<file path="config.mk">
export PLATFORM = sky130hd
export DESIGN_NAME = pa_inst_sched_flat
export DESIGN_NICKNAME = d
export VERILOG_FILES = /design/src/rtl/pa_inst_sched_if.sv /design/src/rtl/pa_inst_sched.sv /design/src/flat_wrapper.sv
export SDC_FILE = /design/constraint.sdc
export NUM_CORES = 1
export LEC_CHECK = 0
export BUFFER_PORTS_ARGS = -buffer_cell sky130_fd_sc_hd__buf_2
export CAP_MARGIN = 20
export CORE_MARGIN = 2
export CORE_UTILIZATION = 52
export DETAILED_ROUTE_END_ITERATION = 10
export PLACE_DENSITY = 0.79
export SETUP_SLACK_MARGIN = 0.3
export SLEW_MARGIN = 30
export SYNTH_ARGS = -nofsm -noshare
export SYNTH_HDL_FRONTEND = slang
export SYNTH_SLANG_ARGS = --single-unit
</file>
<file path="constraint.sdc">
create_clock -name clk -period 3.6 [get_ports clk]
set_input_delay 0.54 -clock clk [delete_from_list [all_inputs] [get_ports clk]]
set_output_delay 0.54 -clock clk [all_outputs]
set_load 0.02 [all_outputs]
</file>
<file path="src/rtl/pa_inst_sched_if.sv">
// Requester and array-controller side signals of the instruction scheduler.
// The slave modport is the scheduler's view; the master modport is the environment's view.
interface pa_inst_sched_if #(
    parameter int NREQ   = 2,
    parameter int INST_W = 16
);
    logic [NREQ-1:0]              req_valid;
    logic [NREQ-1:0][INST_W-1:0]  req_inst;
    logic [NREQ-1:0]              req_ready;
    logic                         load;
    logic [INST_W-1:0]            oinst;
    logic                         next;

    modport master (
        output req_valid, req_inst, next,
        input  req_ready, load, oinst
    );

    modport slave (
        input  req_valid, req_inst, next,
        output req_ready, load, oinst
    );
endinterface

</file>
<file path="src/rtl/pa_inst_sched.sv">
// Round-robin instruction scheduler: arbitrates requesters into a FIFO and issues
// non-NOP instructions to the array controller with the load/next overlap handshake.
module pa_inst_sched #(
    parameter int NREQ   = 2,
    parameter int DEPTH  = 4,
    parameter int OPC_W  = 4,
    parameter int LAP_N  = 8,
    parameter int INST_W = 16
) (
    input  logic                     clk,
    input  logic                     reset,
    pa_inst_sched_if.slave           sched_if,
    output logic [$clog2(DEPTH):0]   fifo_count_o,
    output logic                     idle_o,
    output logic [15:0]              issued_cnt_o
);
    localparam int AW  = $clog2(DEPTH);
    localparam int RW  = (NREQ > 1) ? $clog2(NREQ) : 1;
    localparam int SCW = LAP_N + 1;

    typedef enum logic [1:0] {ST_IDLE, ST_ISSUE, ST_WAIT} state_e;

    state_e                  state_q, state_d;
    logic [SCW-1:0]          sc_q, sc_d, sc_dec_s;
    logic [AW-1:0]           rd_ptr_q, wr_ptr_q;
    logic [AW:0]             count_q, count_d;
    logic [RW-1:0]           rr_q, gidx_s, cand_s;
    logic [INST_W-1:0]       mem_q [DEPTH];
    logic [INST_W-1:0]       oinst_q, head_s;
    logic                    load_q, idle_q;
    logic [15:0]             issued_q;
    logic [NREQ-1:0]         grant_s;
    logic                    found_s, can_push_s, full_s, head_vld_s;
    logic                    pop_s, latch_s, take_s;

    function automatic logic [RW-1:0] wrap_add(input logic [RW-1:0] base, input int off);
        int s;
        s = int'(base) + off;
        if (s >= NREQ) begin
            s = s - NREQ;
        end else begin
            s = s;
        end
        return RW'(s);
    endfunction

    assign head_s     = mem_q[rd_ptr_q];
    assign head_vld_s = (count_q != {(AW+1){1'b0}});
    assign full_s     = (count_q == (AW+1)'(DEPTH));
    // A full FIFO may still accept when the dispatcher pops in the same cycle.
    assign can_push_s = !reset && (!full_s || pop_s);

    // Round-robin grant search starting at the pointer.
    always_comb begin
        grant_s = {NREQ{1'b0}};
        gidx_s  = {RW{1'b0}};
        found_s = 1'b0;
        cand_s  = {RW{1'b0}};
        for (int k = 0; k < NREQ; k++) begin
            cand_s = wrap_add(rr_q, k);
            if (!found_s && sched_if.req_valid[cand_s] && can_push_s) begin
                found_s         = 1'b1;
                gidx_s          = cand_s;
                grant_s[cand_s] = 1'b1;
            end else begin
                found_s = found_s;
            end
        end
    end

    // Dispatcher next state, shadow counter and head pop/latch decisions.
    always_comb begin
        state_d  = state_q;
        sc_d     = sc_q;
        pop_s    = 1'b0;
        latch_s  = 1'b0;
        take_s   = 1'b0;
        sc_dec_s = (sc_q == {SCW{1'b0}}) ? {SCW{1'b0}} : (sc_q - SCW'(1));
        case (state_q)
            ST_IDLE: take_s = 1'b1;
            ST_ISSUE: begin
                sc_d    = {1'b0, oinst_q[LAP_N-1:0]} + SCW'(2);
                state_d = ST_WAIT;
            end
            ST_WAIT: begin
                sc_d = sc_dec_s;
                if (sched_if.next || (sc_dec_s == {SCW{1'b0}})) begin
                    take_s = 1'b1;
                end else begin
                    take_s = 1'b0;
                end
            end
            default: state_d = ST_IDLE;
        endcase
        if (take_s) begin
            if (head_vld_s) begin
                pop_s = 1'b1;
                if (head_s[INST_W-1 -: OPC_W] == {OPC_W{1'b0}}) begin
                    state_d = ST_IDLE;
                end else begin
                    latch_s = 1'b1;
                    state_d = ST_ISSUE;
                end
            end else begin
                state_d = ST_IDLE;
            end
        end else begin
            state_d = state_d;
        end
    end

    // Occupancy update from push/pop.
    always_comb begin
        case ({found_s, pop_s})
            2'b10:   count_d = count_q + (AW+1)'(1);
            2'b01:   count_d = count_q - (AW+1)'(1);
            default: count_d = count_q;
        endcase
    end

    // FIFO storage; contents need no reset because the count gates the head.
    always_ff @(posedge clk) begin
        if (found_s) begin
            mem_q[wr_ptr_q] <= sched_if.req_inst[gidx_s];
        end
    end

    // Control state, pointers and registered outputs.
    always_ff @(posedge clk) begin
        if (reset) begin
            state_q  <= ST_IDLE;
            sc_q     <= {SCW{1'b0}};
            rd_ptr_q <= {AW{1'b0}};
            wr_ptr_q <= {AW{1'b0}};
            count_q  <= {(AW+1){1'b0}};
            rr_q     <= {RW{1'b0}};
            oinst_q  <= {INST_W{1'b0}};
            load_q   <= 1'b0;
            idle_q   <= 1'b1;
            issued_q <= 16'd0;
        end else begin
            state_q <= state_d;
            sc_q    <= sc_d;
            count_q <= count_d;
            load_q  <= (state_d == ST_ISSUE);
            idle_q  <= (count_d == {(AW+1){1'b0}}) && (state_d == ST_IDLE);
            if (state_d == ST_ISSUE) begin
                issued_q <= issued_q + 16'd1;
            end
            if (found_s) begin
                wr_ptr_q <= wr_ptr_q + AW'(1);
                rr_q     <= wrap_add(gidx_s, 1);
            end
            if (pop_s) begin
                rd_ptr_q <= rd_ptr_q + AW'(1);
            end
            if (latch_s) begin
                oinst_q <= head_s;
            end
        end
    end

    assign sched_if.req_ready = grant_s;
    assign sched_if.load      = load_q;
    assign sched_if.oinst     = oinst_q;
    assign fifo_count_o       = count_q;
    assign idle_o             = idle_q;
    assign issued_cnt_o       = issued_q;
endmodule

</file>
<file path="src/flat_wrapper.sv">
// flat-port wrapper written by rule: the top's interface ports become plain ports
module pa_inst_sched_flat 
#(
    parameter int NREQ   = 2,
    parameter int DEPTH  = 4,
    parameter int OPC_W  = 4,
    parameter int LAP_N  = 8,
    parameter int INST_W = 16
)
  (clk, reset, fifo_count_o, idle_o, issued_cnt_o, sched_if_req_valid, sched_if_req_inst, sched_if_next, sched_if_req_ready, sched_if_load, sched_if_oinst);
  pa_inst_sched_if #(.NREQ(NREQ), .INST_W(INST_W)) sched_if_i ();
  input  logic clk;
  input  logic reset;
  output logic [$clog2(DEPTH):0] fifo_count_o;
  output logic idle_o;
  output logic [15:0] issued_cnt_o;
  input wire logic [$bits(sched_if_i.req_valid)-1:0] sched_if_req_valid;
  input wire logic [$bits(sched_if_i.req_inst)-1:0] sched_if_req_inst;
  input wire logic [$bits(sched_if_i.next)-1:0] sched_if_next;
  output wire logic [$bits(sched_if_i.req_ready)-1:0] sched_if_req_ready;
  output wire logic [$bits(sched_if_i.load)-1:0] sched_if_load;
  output wire logic [$bits(sched_if_i.oinst)-1:0] sched_if_oinst;
  assign sched_if_i.req_valid = sched_if_req_valid;
  assign sched_if_i.req_inst = sched_if_req_inst;
  assign sched_if_i.next = sched_if_next;
  assign sched_if_req_ready = sched_if_i.req_ready;
  assign sched_if_load = sched_if_i.load;
  assign sched_if_oinst = sched_if_i.oinst;
  pa_inst_sched #(.NREQ(NREQ), .DEPTH(DEPTH), .OPC_W(OPC_W), .LAP_N(LAP_N), .INST_W(INST_W)) u_core (.clk(clk), .reset(reset), .sched_if(sched_if_i), .fifo_count_o(fifo_count_o), .idle_o(idle_o), .issued_cnt_o(issued_cnt_o));
endmodule
</file>
# After elaboration in Yosys (flattened, before gate mapping)
# Memories as Yosys holds them, arrays and structs flattened. A register that Yosys moved wholly into a read port is not among the register bits.
# Cells that the tools add are included.
# classes
mux,37
n_reduce_logical,21
n_eq_ne,6
addsub,12
n_bitwise,1
order_cmp,8
# op_table
op,n
two-way mux 16 bit,2
two-way mux 1 bit,23
logical NOT 9 bit,2
case mux 9 bit (2 select lines),1
"adder 16 x 1 -> 16 bit, second input constant",1
two-way mux 2 bit,5
"adder 8 x 2 -> 9 bit, second input constant",1
two-way mux 9 bit,1
"subtractor 9 x 1 -> 9 bit, second input constant",1
logical AND 1 bit,7
"equality test 2 x 1 -> 1 bit, second input constant",3
"less-than comparator 1 x 2 -> 1 bit, second input constant",3
case mux 3 bit (2 select lines),1
"adder 1 x 1 -> 2 bit, second input constant",2
"adder 2 x 1 -> 2 bit, second input constant",2
"equality test 2 bit, second input constant",2
"greater-or-equal comparator 2 bit, second input constant",2
logical NOT 2 bit,2
logical NOT 4 bit,1
case mux 2 bit (2 select lines),1
"adder 3 x 1 -> 3 bit, second input constant",1
"equality test 3 bit, second input constant",1
logical NOT 1 bit,3
logical NOT 3 bit,1
other kinds (11),16
# word_totals
elab_cells,96
register_bits,53
mem_bits_rw,64
n_memories,1
# memory_table
name,depth,width,rd,rd_ports_with_merged_regs,wr,line,source
u_core.mem_q,4,16,1,1,1,pa_inst_sched.sv:28,logic [INST_W-1:0] mem_q [DEPTH];

# Longest topological paths before layout
# Gate-level depths: netlist of the first run.
# depth
depth_word,19
ltp_mapped,15
depth_no_buf,15

# Worst setup path after synthesis of the first run
# OpenSTA, ideal clock, no wires.
# synth_path
path_type,register to register
start,register u_core.sc_q[0]
end,register u_core.idle_q (netlist: u_core.idle_o)
stages_incl_launch_ff,13
path_buffers,0
setup_slack_ps,-90
t_arrival_ps,3574
cell_sequence,dfxtp_1 or4_4 o31a_1 o41ai_4 a21oi_2 a311oi_1 inv_1 ha_1 inv_1 fa_1 nor2b_1 a32o_1 a31o_2
# synth_between
elab_chain_cells,19
word_cells_on_any_way,23
cone_classes,add/sub: 1; eq/ne: 2; mux: 8; reduce/logical: 12
# synth_rtl
item,line,source
from (decl),pa_inst_sched.sv:24,"logic [SCW-1:0] sc_q, sc_d, sc_dec_s;"
from (signal assigned),pa_inst_sched.sv:132,sc_q <= {SCW{1'b0}};
subtractor 9 x 1 -> 9 bit / logical NOT 9 bit (equally long branches),pa_inst_sched.sv:78,sc_dec_s = (sc_q == {SCW{1'b0}}) ? {SCW{1'b0}} : (sc_q - SCW'(1));
two-way mux 9 bit (*),pa_inst_sched.sv:78,
logical NOT 9 bit (*),pa_inst_sched.sv:87,if (sched_if.next || (sc_dec_s == {SCW{1'b0}})) begin
logical OR 1 bit (*),pa_inst_sched.sv:87,
two-way mux 1 bit (*),pa_inst_sched.sv:87,
case mux 1 bit (2 select lines) (*),pa_inst_sched.sv:79,case (state_q)
two-way mux 1 bit,pa_inst_sched.sv:95,if (take_s) begin
logical OR 1 bit,pa_inst_sched.sv:51,assign can_push_s = !reset && (!full_s || pop_s);
[... 2 more ...],n/a,
two-way mux 1 bit,pa_inst_sched.sv:61,if (!found_s && sched_if.req_valid[cand_s] && can_push_s) begin
logical NOT 1 bit,pa_inst_sched.sv:61,
logical AND 1 bit (2 in series),pa_inst_sched.sv:61,
two-way mux 1 bit,pa_inst_sched.sv:61,
equality test 2 x 1 -> 1 bit / equality test 2 bit (equally long branches),pa_inst_sched.sv:114,"case ({found_s, pop_s})"
case mux 3 bit (2 select lines),pa_inst_sched.sv:114,
logical NOT 3 bit,pa_inst_sched.sv:146,idle_q <= (count_d == {(AW+1){1'b0}}) && (state_d == ST_IDLE);
logical AND 1 bit (*),pa_inst_sched.sv:146,
to (signal assigned),pa_inst_sched.sv:146,
to (decl),pa_inst_sched.sv:30,"logic load_q, idle_q;"
# Every way passes the cells marked *; elsewhere a longest branch is shown, timed or not.
# A chain may end at the register's enable or synchronous reset.

# Worst setup path in the final report of the first run
# layout_path
start,register u_core.sc_q[2]
end,register u_core.idle_q (netlist: u_core.idle_o)
# The elaborated chain is that of the path after synthesis.

==> metrics.cfg, run 1 <==
[power]
vdd.ir_drop.worst_mv = 0.571
p_int_w = 0.00366
leakage_nw = 2.65
power_frac_seq_pct = 33.1
power_frac_clock_pct = 28.3
power_switching_w = 0.00199
power-per-cell-area_nw_per_um2 = 812
switching_share_pct = 35.2
comb_power_share_pct = 38.6

[cells_and_area]
multiInputGateArea_um2 = 2450
drive_above_1_share_pct = 36.1
fillers = 750
syn_to_final_growth_pct = 26.5
register_area_um2 = 3030
final_area_um2 = 6960
n_antenna_cell = 0
fin_nets = 625

[placed_design]
preCtsSetupSlack_ps = 118
post-dp-hpwl_um = 7680
dpl-instance-area_um2 = 6140
port_buffers = 75
finalWeightedCongestion = 0.812

[worst_setup_path]
required_ps = 4000
worstRegToRegCells = 14
worstPathMaxFanout = 4
r2r_end = u_core.idle_o
cp-end-kind = flop
regToRegSetupSlack_ps = 170
arrival_ps = 3830
cp-start-kind = flop
worstSetupStartpoint = u_core.sc_q[2]
worstSetupPathType = reg2reg
reg2reg_from = u_core.sc_q[2]

[synthesis]
synth.area.top_cells = edfxtp_1 35%, dfxtp_1 20%, mux4_2 6.6%
synth_top_cell_by_area = edfxtp_1
postSynthAreaPerCell_um2 = 11.6
netlist_instances = 474
synthFlopType = edfxtp_1
syn_nets = 522
yosysUniqueCellTypes = 53
ys_warn_count = 0
synth_seq_cells = 119
synth-async-reset-ratio_pct = 0
synth_edf_count = 64
syn-cell-area_um2 = 5500
synthTopCellsByCount = 64 x edfxtp_1, 55 x dfxtp_1, 44 x nor2_1, 33 x o21ai_0, 31 x mux2_2
synth-seq-area-share_pct = 55.0
synth.most_common_cell = edfxtp_1
synth_top_area_share_pct = 34.9

[timing]
period_minus_slack_ps = 3430
worst_slack_ps = 174
finalSetupTns_ps = 0
maxSlewViolCount = 0
skew_ps = 10.8
setup_viol = 0
slew_headroom_pct = 51.8
worst_pin_slew_ps = 723
hold_viol = 0
rsz0062_at_grt = yes
fmax_mhz = 292
period_share_pct = 95.2

[floorplan]
coreArea_um2 = 10300
start_util_pct = 53.5
die_area_um2 = 11400
io_pins = 76
placementRows = 37
fp.dieH_um = 107
die_w_um = 107

[clock_network]
clk_pin_slew_worst_paths_ps = 60
cts.sinks = 119
root_buffer = clkbuf_8
cts_buffers = 17
ctsHtreeMaxLevel = 4
clock_latency_ps = 520
cts-hold-fix-buffers = 0
cts_tree = built
cts_buffer_depth = 2

[detailed_routing]
wl_met3_um = 538
drtIter0Drc = 267
drt_first_pass_iters = 4
vias_per_cell = 5.61
postRouteAntennaNets = 0
m1WireLength_um = 5210
drcViolationCount = 0
totalWireLength_um = 12100
vias = 4072
dr.max_layer_used = met4
dr_wl_met2_um = 6200
wl_per_cell_um = 16.7

[run_status]
run_status = finished clean

[worst_hold_path]
min_path_type = in2reg
min_from = sched_if_req_valid[0]
min_path_cells = 3
min_to = u_core.rr_q

[grt]
grt_max_degree = 74
grt_pass1_wl_um = 19300
antenna_found_initial = 0
first_global_vias = 3937
grt-ovfl-total = 0
grtUsageTotal_pct = 22.1

[run]
maxCapViolCount = 0

-- power by group through the flow --
stage          Clock [W]  Combinational, W  Sequential [W]
2_1_floorplan          0           0.00121         0.00195
3_3_place_gp           0           0.00177         0.00188
3_5_place_dp           0           0.00179         0.00189
4_1_cts          0.00162           0.00198         0.00187
5_1_grt          0.00169           0.00236         0.00190
6_report         0.00160           0.00218         0.00187
-- state kept, by name (all words and copies together) (netlist names), 2 cells and up, named ones only --
name and count:
u_core.mem_q 64, u_core.issued_cnt_o 16, u_core.sched_if.oinst 16, u_core.sc_q 9
u_core.fifo_count_o 3, u_core.rd_ptr_q 2, u_core.state_q 2, u_core.wr_ptr_q 2
-- layer usage --
layer	track usage, %	vias up
li1	-	1977
met1	26.3	1963
met2	38.6	117
met3	5.78	15
met4	7.98	0
met5	0	-
-- final cells by class --
type                            instances  share of cell area (%)
Clock buffer                           17                    5.95
Clock inverter                         15                    2.21
Inverter                               17                   0.953
Multi-Input combinational cell        312                    35.2
Sequential cell                       119                    43.6
Tap cell                              136                    2.45
Timing Repair Buffer                  110                    9.66
-- worst max-delay path, cell delays in order, from the launching register on --
cell and delay (ps):
dfxtp_1 310, or4_4 550, buf_6 150, nor4b_4 340
o41ai_4 150, a21oi_4 200, a311oi_2 130, inv_1 130
ha_4 140, inv_2 30, fa_2 370, xor2_4 180
xor2_1 150, a32o_1 270, a31o_2 220
-- how the worst max path moves through the flow --
stage,to,slack (ps)
global route,u_core.idle_o,60
global placement,u_core.idle_o,240
detailed placement,u_core.idle_o,120
finish,u_core.idle_o,170
floorplan,u_core.idle_o,220
CTS,u_core.idle_o,20
-- cells in the final DEF, fill, tap and decap left out, drive strengths merged, types with 17 or more instances in the layout --
cell    count
mux2       31
a21oi      29
nand3      26
buf       110
dfxtp      55
nand2      20
o21ai      34
inv        20
nor2       44
edfxtp     64
clkbuf     17
-- cells by family after synthesis --
logic type / synth area share (%)
adder cells (fa/ha/maj): 2.64
flip-flops: 55.0
AND/OR/NAND/NOR: 12.7
XOR/XNOR: 1.27
buffers and inverters: 3.07
multiplexers: 13.1
AO/OA/AOI/OAI: 12.3
-- repair_timing --
item | in CTS | in global routing
buffers inserted | 10 | 6
pin swaps | 11 | 13
hold endpoints to repair | 0 | 0
gates resized for setup | 11 | 15
endpoints found under the setup margin | 3 | 69
gates cloned | 0 | 0
-- metrics by stage --
| stage | hold WS (ps) | util (%) | cells | total power, W |
|---|---|---|---|---|
| after floorplan | 442 | - | 474 | 0.00316 |
| after global placement | 457 | 59.7 | 678 | 0.00365 |
| after detailed placement | 468 | 59.7 | 678 | 0.00368 |
| after CTS | 321 | 66.5 | 720 | 0.00547 |
| after global routing | 334 | 67.7 | 726 | 0.00594 |
| final | 341 | 67.7 | 726 | 0.00565 |
No activity file was read; power rests on OpenSTA's default activity.
==> run 2: changes to the inputs <==
- CELL_PAD_IN_SITES_DETAIL_PLACEMENT: not set -> 0
- CELL_PAD_IN_SITES_GLOBAL_PLACEMENT: not set -> 1
- CORE_UTILIZATION: 52 -> 41
- GPL_TIMING_DRIVEN: not set -> 1
- PLACE_DENSITY: 0.79 -> 0.78
==> metrics.cfg, run 2 (synthesized netlist as in run 1, its figures left out) <==
[floorplan]
fp.dieH_um = 120  ; +12%
coreArea_um2 = 13200  ; +28%
start_util_pct = 41.7  ; -12 points
die_area_um2 = 14400  ; +26%
io_pins = 76  ; unchanged
die_w_um = 120  ; +12%
placementRows = 42  ; +14%

[detailed_routing]
vias_per_cell = 5.33  ; -4.9%
drcViolationCount = 0  ; unchanged
vias = 4053  ; -0.47%
wl_per_cell_um = 16.2  ; -2.6%
drt_first_pass_iters = 5  ; +1
drtIter0Drc = 161  ; -40%
totalWireLength_um = 12300  ; +2.0%
postRouteAntennaNets = 0  ; unchanged

[cells_and_area]
layout_common_cells = 74 x buf_2, 64 x edfxtp_1, 51 x dfxtp_1
fin_nets = 619  ; -0.96%
final_area_um2 = 6900  ; -0.76%
layout_commonest_cell = buf_2
postLayoutCoreUtil_pct = 52.3  ; -15 points
regMostFlops = u_core.mem_q
n_antenna_cell = 0  ; unchanged
drive_above_1_share_pct = 34.8  ; -1.3 points
syn_to_final_growth_pct = 25.5
largest_reg_flops = 64  ; unchanged

[power]
comb_power_share_pct = 35.8  ; -2.8 points
power_switching_w = 0.00194  ; -2.3%
leakage_nw = 2.61  ; -1.3%
power-per-cell-area_nw_per_um2 = 794  ; -2.2%
power_frac_seq_pct = 34.2  ; +1.1 points
p_int_w = 0.00354  ; -3.3%
vdd.ir_drop.worst_mv = 0.397  ; -31%
switching_share_pct = 35.4  ; +0.22 points
power_frac_clock_pct = 30.1  ; +1.8 points

[timing]
fmax_mhz = 289  ; -1.0%
setup_viol = 0  ; unchanged
hold_viol = 0  ; unchanged
skew_ps = 8.31  ; -2.45 ps
slew_headroom_pct = 62.7  ; +11 points
maxSlewViolCount = 0  ; unchanged
period_minus_slack_ps = 3460  ; +34.8 ps
period_share_pct = 96.1  ; +0.97 points
finalSetupTns_ps = 0  ; unchanged
rsz0062_at_grt = yes
worst_pin_slew_ps = 559  ; -164 ps
worst_slack_ps = 140  ; -34.8 ps

[placed_design]
post-dp-hpwl_um = 8290  ; +8.0%
dpl-instance-area_um2 = 6170  ; +0.61%
finalWeightedCongestion = 0.889  ; +9.5%
port_buffers = 75  ; unchanged
preCtsSetupSlack_ps = 57.6  ; -60.8 ps

[clock_network]
cts.sinks = 119  ; unchanged
cts_buffers = 17  ; unchanged
root_buffer = clkbuf_16
ctsHtreeMaxLevel = 4  ; unchanged
cts_buffer_depth = 2  ; unchanged
cts_tree = built
clock_latency_ps = 420  ; -100 ps
clk_pin_slew_worst_paths_ps = 60  ; about the same
cts-hold-fix-buffers = 0  ; unchanged

[worst_setup_path]
reg2reg_from = u_core.sc_q[1]
cp-end-kind = flop
cp-start-kind = flop
max_stage_delay_ps = 580  ; +30 ps
worstPathMaxFanout = 4  ; unchanged
worstSetupStartpoint = u_core.sc_q[1]
slowest_stage = or4_4
path_cells = or4_4 > o31a_1 > o41ai_4 > a21oi_4 > a311oi_2 > inv_1 > ha_4 > inv_2 > fa_1 > nor2b_4 > a32o_1 > a31o_2
arrival_ps = 3770  ; -60 ps
required_ps = 3910  ; -90 ps
worstSetupPathType = reg2reg

[grt]
first_global_vias = 3992  ; +1.4%
grt_pass1_wl_um = 20100  ; +4.3%
grt_max_degree = 47  ; -36%
grtUsageTotal_pct = 18.3  ; -3.8 points
antenna_found_initial = 0  ; unchanged
grt-ovfl-total = 0  ; unchanged

[run]
maxCapViolCount = 0  ; unchanged

[run_status]
run_status = finished clean

[worst_hold_path]
min_path_type = in2reg
min_from = sched_if_req_valid[0]

[run 2: changes by cell type in the layout (fill, tap and decap cells not counted), sizes merged]
cell,previous run,this run
buf,110,104
clkinv,8,10
clkinvlp,2,0
inv,20,19
clkbuf,17,18
[run 2: timing repair]
action | 4_1_cts | 5_1_grt
setup buffers | 4 | 6
pin swaps | 1 | 2
cloned | 0 | 0
endpoints found under the setup margin | 4 | 4
resized for setup | 9 | 6
[run 2: metrics by stage]
step	hold slack, ps	instances	total power (W)
2_1_floorplan	442	474	0.00316
3_3_place_gp	455	718	0.00366
3_5_place_dp	472	718	0.00371
4_1_cts	429	754	0.00549
5_1_grt	453	760	0.00581
6_report	455	760	0.00548
[run 2: final timing paths]
kind / end / slack [ps] / cells past startpoint
max: u_core.idle_o / 140 / 12
min: u_core.rr_q / 450 / 3
max reg2reg: u_core.idle_o / 140 / 12
min reg2reg: u_core.sched_if.oinst[10] / 480 / 2
[run 2: power by group through the flow]
stage / Combinational, W / Sequential [W] / Clock, W
2_1_floorplan: 0.00121 / 0.00195 / 0
3_3_place_gp: 0.00177 / 0.00189 / 0
3_5_place_dp: 0.00182 / 0.00190 / 0
4_1_cts: 0.00193 / 0.00188 / 0.00168
5_1_grt: 0.00216 / 0.00190 / 0.00175
6_report: 0.00196 / 0.00187 / 0.00165
[run 2: per-layer routing]
layer | share of wire, % | up-vias | track usage [%]
met5 | 0 | - | 0
met4 | 1.4 | 0 | 7.50
met3 | 5.0 | 18 | 6.04
met2 | 51 | 114 | 30.5
met1 | 43 | 1951 | 21.7
li1 | - | 1970 | -
[run 2: final cells by class]
class / count / area [um^2]
Sequential cell: 119 / 3030
Clock inverter: 14 / 151
Tap cell: 176 / 220
Inverter: 17 / 63.8
Multi-Input combinational cell: 312 / 2400
Timing Repair Buffer: 104 / 603
Fill cell: 1124 / 6290
Clock buffer: 18 / 429
[run 2: critical path, delay by kind of cell, from the launching register on]
kind | cells | cell delay (ps)
buffers and inverters | 2 | 160
adder cells (fa/ha/maj) | 2 | 580
AND/OR/NAND/NOR | 2 | 720
flip-flops | 1 | 330
AO/OA/AOI/OAI | 6 | 1560
==> run 3: changes to the inputs <==
--- a/config.mk
+++ b/config.mk
@@ -7,5 +7,5 @@
 export LEC_CHECK = 0
 export BUFFER_PORTS_ARGS = -buffer_cell sky130_fd_sc_hd__buf_2
-export CAP_MARGIN = 20
+export CAP_MARGIN = 40
 export CELL_PAD_IN_SITES_DETAIL_PLACEMENT = 0
 export CELL_PAD_IN_SITES_GLOBAL_PLACEMENT = 1
==> constraint.sdc (replaced) <==
create_clock -name clk -period 3.6 [get_ports clk]
set_input_delay 0.54 -clock clk [delete_from_list [all_inputs] [get_ports clk]]
set_output_delay 0.54 -clock clk [all_outputs]
set_load 0.01 [all_outputs]
==> metrics.cfg, run 3 (synthesized netlist as in run 1, its figures left out) <==
[power]
power-per-cell-area_nw_per_um2 = 780  ; -1.8%
leakage_nw = 2.57  ; -1.5%
power_frac_clock_pct = 30.8  ; +0.7 points
power_switching_w = 0.00182  ; -6.3%
vdd.ir_drop.worst_mv = 0.449  ; +13%
power_frac_seq_pct = 35.0  ; +0.8 points
switching_share_pct = 34.0  ; -1.4 points
p_int_w = 0.00353  ; -0.21%
comb_power_share_pct = 34.2  ; -1.6 points

[floorplan]
die_w_um = 120  ; unchanged
start_util_pct = 41.7  ; unchanged
placementRows = 42  ; unchanged
coreArea_um2 = 13200  ; unchanged
io_pins = 76  ; unchanged
die_area_um2 = 14400  ; unchanged
fp.dieH_um = 120  ; unchanged

[timing]
fmax_mhz = 293  ; +1.5%
setup_viol = 0  ; unchanged
hold_viol = 0  ; unchanged
period_minus_slack_ps = 3410  ; -49.7 ps
slew_headroom_pct = 50.5  ; -12 points
worst_slack_ps = 189  ; +49.7 ps
period_share_pct = 94.7  ; -1.4 points
rsz0062_at_grt = yes
worst_pin_slew_ps = 743  ; +184 ps
maxSlewViolCount = 0  ; unchanged
finalSetupTns_ps = 0  ; unchanged
skew_ps = 12.1  ; +3.76 ps

[grt]
antenna_found_initial = 0  ; unchanged
grtUsageTotal_pct = 17.6  ; -0.70 points
grt_pass1_wl_um = 19600  ; -2.5%
grt-ovfl-total = 0  ; unchanged
first_global_vias = 3891  ; -2.5%
grt_max_degree = 74  ; +57%

[detailed_routing]
drt_first_pass_iters = 4  ; -1
wl_per_cell_um = 15.6  ; -4.0%
drcViolationCount = 0  ; unchanged
drtIter0Drc = 153  ; -5.0%
postRouteAntennaNets = 0  ; unchanged
vias = 3987  ; -1.6%
vias_per_cell = 5.29  ; -0.71%
totalWireLength_um = 11800  ; -4.9%

[clock_network]
clk_pin_slew_worst_paths_ps = 60  ; about the same
cts_buffers = 17  ; unchanged
cts_buffer_depth = 2  ; unchanged
cts.sinks = 119  ; unchanged
cts-hold-fix-buffers = 0  ; unchanged
ctsHtreeMaxLevel = 4  ; unchanged
root_buffer = clkbuf_16
cts_tree = built
clock_latency_ps = 420  ; about the same

[placed_design]
port_buffers = 75  ; unchanged
preCtsSetupSlack_ps = 172  ; +114 ps
finalWeightedCongestion = 0.911  ; +2.5%
post-dp-hpwl_um = 7920  ; -4.5%

[worst_hold_path]
min_path_type = in2reg

[run_status]
run_status = finished clean

[worst_setup_path]
arrival_ps = 3720  ; -50 ps
worstPathMaxFanout = 6  ; +2
cp-start-kind = flop
cp-end-kind = flop
required_ps = 3910  ; about the same
worstSetupPathType = reg2reg

[cells_and_area]
drive_above_1_share_pct = 34.3  ; -0.44 points
regMostFlops = u_core.mem_q
syn_to_final_growth_pct = 24.8
multiInputGateArea_um2 = 2410  ; +0.31%
fillers = 1143  ; +1.7%
n_antenna_cell = 0  ; unchanged
fin_nets = 612  ; -1.1%
postLayoutCoreUtil_pct = 52.0  ; -0.28 points
largest_reg_flops = 64  ; unchanged
layout_commonest_cell = buf_2
layout_common_cells = 75 x buf_2, 64 x edfxtp_1, 52 x dfxtp_1
register_area_um2 = 3030  ; about the same

[run]
maxCapViolCount = 0  ; unchanged

run 3: worst paths after layout:
path                                             from       endpoint  slack [ps]  cells past startpoint
worst min register to register            u_core.rr_q    u_core.rr_q         470                      2
worst max-delay path                   u_core.sc_q[0]  u_core.idle_o         190                     12
worst max register to register         u_core.sc_q[0]  u_core.idle_o         190                     12
worst min-delay path            sched_if_req_valid[0]    u_core.rr_q         440                      3
run 3: worst max-delay path, cell delays in order (launching register included):
cell and delay [ps]:
dfxtp_4 360, or4_4 560, o31a_1 310, o41ai_4 310, a21oi_4 120, a311oi_2 300
inv_1 100, ha_4 170, inv_2 50, fa_2 410, nor2b_4 140, a32o_1 250
a31o_2 230
run 3: per-layer routing:
metal | vias to the layer above | track usage [%] | wire [um]
li1 | 1955 | - | -
met1 | 1935 | 21.9 | 5290
met2 | 85 | 29.1 | 5840
met3 | 12 | 4.52 | 471
met4 | 0 | 7.21 | 150
met5 | - | 0 | 0
run 3: final cells by class:
cell class                      count  share of cell area, %
Sequential cell                   119                   44.1
Multi-Input combinational cell    312                   35.1
Timing Repair Buffer               97                   8.11
Clock buffer                       19                   6.31
Tap cell                          176                   3.21
Clock inverter                     13                   2.19
Inverter                           17                  0.929
run 3: what timing repair did:
| item | CTS | global route |
|---|---|---|
| setup buffers | 4 | 1 |
| pin swaps | 2 | 6 |
| endpoints found under the setup margin | 3 | 68 |
| gates resized for setup | 7 | 7 |
run 3: power by group through the flow:
stage / logic, W / clock network (W) / registers (W)
detailed placement: 0.00170 / 0 / 0.00190
floorplan: 0.00121 / 0 / 0.00186
finish: 0.00183 / 0.00165 / 0.00187
global route: 0.00204 / 0.00174 / 0.00191
global placement: 0.00168 / 0 / 0.00189
CTS: 0.00179 / 0.00168 / 0.00187
run 3: stage by stage:
step / instances / hold slack (ps) / power (W) / cell area (um^2)
6_report: 753 / 442 / 0.00535 / 6870
5_1_grt: 753 / 461 / 0.00569 / 6870
4_1_cts: 752 / 420 / 0.00534 / 6820
3_5_place_dp: 716 / 462 / 0.00360 / 6170
3_3_place_gp: 716 / 455 / 0.00357 / 6170
2_1_floorplan: 474 / 442 / 0.00308 / 5530
